--- src/rtl/if_stage_if.sv ---
// Signal bundle between the instruction-fetch stage and its surroundings:
// pipeline control, ROM port and IF/ID outputs.
interface if_stage_if #(
    parameter int ROM_AW = 6
);
    logic              stall_if;
    logic              stall_id;
    logic              branch_flag;
    logic [31:0]       branch_target;
    logic              flush;
    logic [31:0]       flush_pc;
    logic [31:0]       inst_i;
    logic              rom_ce;
    logic [ROM_AW-1:0] rom_addr;
    logic [31:0]       pc;
    logic [31:0]       id_pc;
    logic [31:0]       id_inst;
    logic              id_valid;
    logic [31:0]       fetch_count;

    modport master (
        input  stall_if, stall_id, branch_flag, branch_target, flush, flush_pc, inst_i,
        output rom_ce, rom_addr, pc, id_pc, id_inst, id_valid, fetch_count
    );

    modport slave (
        output stall_if, stall_id, branch_flag, branch_target, flush, flush_pc, inst_i,
        input  rom_ce, rom_addr, pc, id_pc, id_inst, id_valid, fetch_count
    );
endinterface

--- src/rtl/if_stage.sv ---
// OpenMIPS instruction-fetch stage: PC register, ROM enable/address,
// IF/ID pipeline register and accepted-fetch counter.
module if_stage #(
    parameter logic [31:0] RESET_PC = 32'h0000_0000,
    parameter int          ROM_AW   = 6
) (
    input  logic          clk,
    input  logic          rst,
    if_stage_if.master    bus
);
    localparam logic [31:0] RESET_PC_ALIGNED = {RESET_PC[31:2], 2'b00};

    logic        ce_r;
    logic [31:0] pc_r;
    logic [31:0] id_pc_r;
    logic [31:0] id_inst_r;
    logic        id_valid_r;
    logic [31:0] fetch_count_r;

    logic [31:0] pc_next_s;
    logic [31:0] id_pc_next_s;
    logic [31:0] id_inst_next_s;
    logic        id_valid_next_s;
    logic [31:0] fetch_count_next_s;
    logic        stall_any_s;

    // A decode stall must also freeze fetch, otherwise the held instruction is lost.
    assign stall_any_s = bus.stall_if | bus.stall_id;

    // Next-PC selection: flush beats stall beats branch beats sequential.
    always_comb begin
        pc_next_s = pc_r;
        if (!ce_r) begin
            pc_next_s = RESET_PC_ALIGNED;
        end else if (bus.flush) begin
            pc_next_s = {bus.flush_pc[31:2], 2'b00};
        end else if (stall_any_s) begin
            pc_next_s = pc_r;
        end else if (bus.branch_flag) begin
            pc_next_s = {bus.branch_target[31:2], 2'b00};
        end else begin
            pc_next_s = pc_r + 32'd4;
        end
    end

    // IF/ID next values and fetch counter; only an accepted real fetch counts.
    always_comb begin
        id_pc_next_s       = id_pc_r;
        id_inst_next_s     = id_inst_r;
        id_valid_next_s    = id_valid_r;
        fetch_count_next_s = fetch_count_r;
        if (bus.flush) begin
            id_pc_next_s    = 32'd0;
            id_inst_next_s  = 32'd0;
            id_valid_next_s = 1'b0;
        end else if (bus.stall_id) begin
            id_pc_next_s    = id_pc_r;
            id_inst_next_s  = id_inst_r;
            id_valid_next_s = id_valid_r;
        end else if (bus.stall_if) begin
            id_pc_next_s    = 32'd0;
            id_inst_next_s  = 32'd0;
            id_valid_next_s = 1'b0;
        end else begin
            id_pc_next_s    = pc_r;
            id_inst_next_s  = ce_r ? bus.inst_i : 32'd0;
            id_valid_next_s = ce_r;
            if (ce_r) begin
                fetch_count_next_s = fetch_count_r + 32'd1;
            end else begin
                fetch_count_next_s = fetch_count_r;
            end
        end
    end

    // State registers; reset overrides every other input.
    always_ff @(posedge clk) begin
        if (rst) begin
            ce_r          <= 1'b0;
            pc_r          <= RESET_PC_ALIGNED;
            id_pc_r       <= 32'd0;
            id_inst_r     <= 32'd0;
            id_valid_r    <= 1'b0;
            fetch_count_r <= 32'd0;
        end else begin
            ce_r          <= 1'b1;
            pc_r          <= pc_next_s;
            id_pc_r       <= id_pc_next_s;
            id_inst_r     <= id_inst_next_s;
            id_valid_r    <= id_valid_next_s;
            fetch_count_r <= fetch_count_next_s;
        end
    end

    assign bus.rom_ce      = ce_r;
    assign bus.rom_addr    = pc_r[ROM_AW+1:2];
    assign bus.pc          = pc_r;
    assign bus.id_pc       = id_pc_r;
    assign bus.id_inst     = id_inst_r;
    assign bus.id_valid    = id_valid_r;
    assign bus.fetch_count = fetch_count_r;
endmodule
--- src/flat_wrapper.sv ---
// flat-port wrapper written by rule: the top's interface ports become plain ports
module if_stage_flat 
#(
    parameter logic [31:0] RESET_PC = 32'h0000_0000,
    parameter int          ROM_AW   = 6
)
  (clk, rst, bus_stall_if, bus_stall_id, bus_branch_flag, bus_branch_target, bus_flush, bus_flush_pc, bus_inst_i, bus_rom_ce, bus_rom_addr, bus_pc, bus_id_pc, bus_id_inst, bus_id_valid, bus_fetch_count);
  if_stage_if #(.ROM_AW(ROM_AW)) bus_i ();
  input  logic clk;
  input  logic rst;
  input wire logic [$bits(bus_i.stall_if)-1:0] bus_stall_if;
  input wire logic [$bits(bus_i.stall_id)-1:0] bus_stall_id;
  input wire logic [$bits(bus_i.branch_flag)-1:0] bus_branch_flag;
  input wire logic [$bits(bus_i.branch_target)-1:0] bus_branch_target;
  input wire logic [$bits(bus_i.flush)-1:0] bus_flush;
  input wire logic [$bits(bus_i.flush_pc)-1:0] bus_flush_pc;
  input wire logic [$bits(bus_i.inst_i)-1:0] bus_inst_i;
  output wire logic [$bits(bus_i.rom_ce)-1:0] bus_rom_ce;
  output wire logic [$bits(bus_i.rom_addr)-1:0] bus_rom_addr;
  output wire logic [$bits(bus_i.pc)-1:0] bus_pc;
  output wire logic [$bits(bus_i.id_pc)-1:0] bus_id_pc;
  output wire logic [$bits(bus_i.id_inst)-1:0] bus_id_inst;
  output wire logic [$bits(bus_i.id_valid)-1:0] bus_id_valid;
  output wire logic [$bits(bus_i.fetch_count)-1:0] bus_fetch_count;
  assign bus_i.stall_if = bus_stall_if;
  assign bus_i.stall_id = bus_stall_id;
  assign bus_i.branch_flag = bus_branch_flag;
  assign bus_i.branch_target = bus_branch_target;
  assign bus_i.flush = bus_flush;
  assign bus_i.flush_pc = bus_flush_pc;
  assign bus_i.inst_i = bus_inst_i;
  assign bus_rom_ce = bus_i.rom_ce;
  assign bus_rom_addr = bus_i.rom_addr;
  assign bus_pc = bus_i.pc;
  assign bus_id_pc = bus_i.id_pc;
  assign bus_id_inst = bus_i.id_inst;
  assign bus_id_valid = bus_i.id_valid;
  assign bus_fetch_count = bus_i.fetch_count;
  if_stage #(.RESET_PC(RESET_PC), .ROM_AW(ROM_AW)) u_core (.clk(clk), .rst(rst), .bus(bus_i));
endmodule
--- config.mk ---
export PLATFORM = sky130hd
export DESIGN_NAME = if_stage_flat
export DESIGN_NICKNAME = d
export VERILOG_FILES = /design/src/rtl/if_stage_if.sv /design/src/rtl/if_stage.sv /design/src/flat_wrapper.sv
export SDC_FILE = /design/constraint.sdc
export NUM_CORES = 1
export LEC_CHECK = 0
export BUFFER_PORTS_ARGS = -buffer_cell sky130_fd_sc_hd__clkbuf_2
export CAP_MARGIN = 0
export CORE_UTILIZATION = 45
export DETAILED_ROUTE_END_ITERATION = 6
export GPL_ROUTABILITY_DRIVEN = 0
export PLACE_DENSITY = 0.75
export SYNTH_ARGS = -nofsm -noshare
export SYNTH_HDL_FRONTEND = slang
export SYNTH_SLANG_ARGS = --single-unit
--- constraint.sdc ---
create_clock -name clk -period 6.3 [get_ports clk]
set_clock_uncertainty 0.1 [all_clocks]
set_input_delay 0.945 -clock clk [delete_from_list [all_inputs] [get_ports clk]]
set_output_delay 0.945 -clock clk [all_outputs]
set_load 0.02 [all_outputs]
Word-level counts from Yosys, hierarchy flattened
Index checks and enable logic that the tools add are counted.

word-level totals
  output and inout port bits = 136
  word-level logic and storage cells = 27
  RAM bits = 0
  memories = 0
  memory bits (read-only) = 0
  input port bits = 102
  register bits after elaboration = 130
  bits in latches = 0

cells by class
  add/sub/neg operators = 2
  mux-type cells = 8
  magnitude comparators = 0
  reduce and logical (&&, ||, !) cells = 4
  equality and inequality tests = 1
  shift operators = 0
  multiply operators = 0
  bitwise gates (word level) = 5
  div/mod/pow operators = 0

operators by type and width
  operator               number
  $mux 32                6
  $add 32x1->32 const B  1
  $add 32x3->32 const B  1
  $not 1->1              4
  $reduce_and 4->1       1
  $reduce_or 2->1        2
  $reduce_or 3->1        1
  $mux 1                 2
  $ne 2x2->1 const B     1
  $or 1x1->1             1

Logic depth before layout (Yosys ltp)
  depth in word-level cells = 4
  mapped depth = 8
  mapped depth without buffers = 6

Worst setup path before layout
No wires, ideal clock.

  path kind = input -> register
  start point = in bus_stall_id
  end point = reg u_core.fetch_count_r[25] (netlist: u_core.bus.fetch_count[25])
  data required time = 6,072 ps
  arrival = 2,347 ps
  path slack = 3,725 ps
  cell stages on the path = 7
  buffers on the path = 2
  setup time = 128 ps
  cells stage by stage = clkbuf_1 -> nor4b_4 -> nand3_1 -> buf_2 -> nor4_1 -> xnor2_1 -> nor2_1

between the ends
  longest elaborated chain between the ends = 2

ends and longest elaborated chain
  element                            line                text
  start, declared                    flat_wrapper.sv:12  input wire logic [$bits(bus_i.stall_id)-1:0] bus_stall_id;
  $not 1->1 (no source line)         -
  $reduce_and 4->1 (no source line)  -
  end signal, assigned               if_stage.sv:91      fetch_count_r <= fetch_count_next_s;
  end, declared                      if_stage.sv:18      logic [31:0] fetch_count_r;

Every way passes these cells.
A chain may end at the register's enable or synchronous reset.

Worst setup path after layout
  start point = in bus_stall_id
  end point = reg u_core.pc_r[19] (netlist: u_core.bus.pc[19])

between the ends
  longest elaborated chain between the ends = 2

ends and longest elaborated chain
  element                      line            text
  $or 1x1->1                   if_stage.sv:28  assign stall_any_s = bus.stall_if | bus.stall_id;
  $ne 2x2->1 (no source line)  -
  end signal, assigned         if_stage.sv:87  pc_r <= pc_next_s;
  end, declared                if_stage.sv:14  logic [31:0] pc_r;

Every way passes these cells.

==> impl_metrics.tcl <==
set metrics [dict create \
    outcome "finished, final reports clean" \
    grt_max_degree 70 \
    cts.hold.buffers_added 0 \
    setup_violations 0 \
    rows 41 \
    io_buffers 233 \
    cts_root_buf "clkbuf_16" \
    diodes 0 \
    pin_count 238 \
    worst_pin_slew_ps 1160 \
    syn2layout_area_growth_pct 29.8 \
    grt_util_all_layers 0.269 \
    startpoint_type "input port" \
    cts_setup_buffers 0 \
    relSlewSlack 0.222 \
    slew_viol_final 0 \
    first_global_vias 5718 \
    numClockSinks 130 \
    nNetsFinal 1033 \
    finalHoldViolations 0 \
    finalSetupTns_ps 0 \
    drc 0 \
    dr.pass1.iters 5 \
    drt-initial-drc-count 495 \
    drv_cap 0 \
    clkTransAtPathRegs_ps 50 \
    switching_share 0.230 \
    rsz0062_at_grt "false" \
    synth.net_count 840 \
    vias_per_cell 5.59 \
    die_area_um2 13800 \
    synth_cells 736 \
    chipWidth_um 118 \
    dp_hpwl_mm 12.7 \
    grt_overflow 0 \
    grt_pass1_wl_mm 29.8 \
    irDropWorstVdd_mv 0.192 \
    netlist-cell-type-count 48 \
    hold_class "flip-flop to flip-flop" \
    p_int_mw 1.58 \
    reg2reg_slack_ps 3780 \
    pwr-share-seq 0.418 \
    syn-cell-area_um2 6020 \
    routed_wl_mm 18.3 \
    mostFrequentLayoutCell "clkbuf_2" \
    final_cell_mix "clkbuf_2 (233), dfxtp_1 (130), nor2_1 (113), a22oi_1 (73), nand2_1 (62)" \
    min_from "u_core.bus.id_pc[9]$_SDFFE_PP0N_" \
    cts_tree "done" \
    ys_seq_area_frac 0.432 \
    worstRegToRegCells 4 \
    synth_seq_cells 130 \
    fmax_mhz 287 \
    cts_resized 0 \
    antenna_found_initial 0 \
    start_util 0.469 \
    cp_max_fo 69 \
    fin_cells 1113 \
    pwr-share-comb 0.079 \
    powerDensity_nw_per_um2 262 \
    regToRegStartpoint "u_core.bus.rom_ce$_DFF_P_" \
    clk_path_buf_depth 2 \
    ys_async_sr_fraction 0 \
    core_um2 12800 \
    drtAntennaViolNets 0 \
    p_leak_nw 3.18 \
    crit_type "input port to flip-flop" \
    finalCritPeriodShare 0.554 \
    place_inst 1082 \
    ys.flop_type "dfxtp_1" \
    arrival_ps 3740 \
    clk_latency_ps 420 \
    min_to "u_core.bus.id_pc[9]$_SDFFE_PP0N_" \
    hold_depth 2 \
    syn_avg_cell_area_um2 8.18 \
    switching_power_uw 473 \
    cts_buffers 17 \
    drive_gt1_frac 0.296 \
    wire_per_inst_um 16.5 \
    yosys_warnings 0 \
    period_needed_ps 3490 \
    synth_edf_count 0 \
    htreeDepth 4 \
    cp-end-kind "flip-flop" \
    pwr-share-clk 0.504 \
    required_ps 6550 \
    dieHeight_um 118 \
    dr_total_vias 6226 \
    r2r_end "u_core.bus.pc[19]$_SDFFE_PP0P_" \
]
[kinds of logic after synthesis]
kind of cell,Yosys count,share of synthesized area
AND/OR/NAND/NOR,291,0.231
XOR/XNOR,44,0.0640
flip-flops,130,0.432
adder cells (fa/ha/maj),2,0.00416
AO/OA/AOI/OAI,181,0.200
multiplexers,9,0.0150
buffers and inverters,79,0.0543
[power groups by stage]
stage                     clock network, mW  logic (mW)  registers, mW
after detailed placement                  0       0.161          0.873
final                                  1.03       0.162          0.857
after global placement                    0       0.161          0.873
after CTS                              1.05       0.162          0.856
after floorplan                           0      0.0871          0.878
after global routing                   1.10       0.177          0.858
[cells in the mapped netlist, types with 8 or more instances]
cell	number	area [um^2]
nand4_1	17	106
nor2_1	114	428
a22oi_1	73	548
nor4_1	12	75.1
nand2_1	63	236
inv_1	13	48.8
nand3_1	19	95.1
clkbuf_1	43	161
xnor2_1	34	298
a21oi_1	26	130
nor3_1	25	125
o21ai_0	33	165
and4_1	8	70.1
mux2i_1	9	90.1
xor2_1	10	87.6
dfxtp_1	130	2600
buf_1	10	37.5
o21ai_1	12	60.1
[final cells by class]
cell class,instances,area (um^2)
Sequential cell,130,2600
Clock inverter,7,121
Multi-Input combinational cell,527,3100
Clock buffer,24,512
Inverter,14,52.6
Fill cell,1159,5010
Tap cell,172,215
Timing Repair Buffer,239,1210
[worst max path at each step]
| stage | from | endpoint | slack, ps | cells after the start |
|---|---|---|---|---|
| detailed placement | bus_stall_id | u_core.bus.pc[14]$_SDFFE_PP0P_ | 2550 | 6 |
| CTS | bus_stall_id | u_core.bus.pc[19]$_SDFFE_PP0P_ | 2890 | 6 |
| global placement | bus_stall_id | u_core.bus.pc[19]$_SDFFE_PP0P_ | 2580 | 6 |
| finish | bus_stall_id | u_core.bus.pc[19]$_SDFFE_PP0P_ | 2810 | 6 |
| floorplan | bus_stall_id | u_core.bus.fetch_count[25]$_SDFFE_PP0P_ | 3730 | 7 |
| global route | bus_stall_id | u_core.bus.pc[26]$_SDFFE_PP0P_ | 2610 | 6 |
[sequential cells by signal, indices dropped and copies added, names as in the netlist]
| signal | cells |
|---|---|
| u_core.bus.fetch_count | 32 |
| u_core.bus.id_inst | 32 |
| u_core.bus.pc | 32 |
| u_core.bus.id_pc | 32 |
| u_core.bus.rom_ce | 1 |
| u_core.bus.id_valid | 1 |
[metal layers]
metal	share of wire	up-vias	wire [um]	GRT usage
li1	-	3023	-	-
met1	0.45	2883	8300	0.355
met2	0.45	282	8190	0.414
met3	0.068	38	1250	0.0562
met4	0.032	0	588	0.134
met5	0	-	0	0
[worst max-delay path: stages]
cell and delay (ps):
clkbuf_2 80, buf_4 320, or2_1 700, nor3_1 1070
nand2_1 340, o21ai_1 200
[through the flow]
step	area [um^2]	hold slack, ps	power [mW]	utilization	worst slack, ps
3_5_place_dp	7180	379	1.03	0.560	2550
6_report	7810	381	2.05	0.609	2810
5_1_grt	7810	418	2.13	0.609	2610
2_1_floorplan	6020	445	0.966	-	3730
4_1_cts	7810	386	2.07	0.609	2890
3_3_place_gp	7180	357	1.03	0.560	2580
No activity file was read; power rests on OpenSTA's default activity.
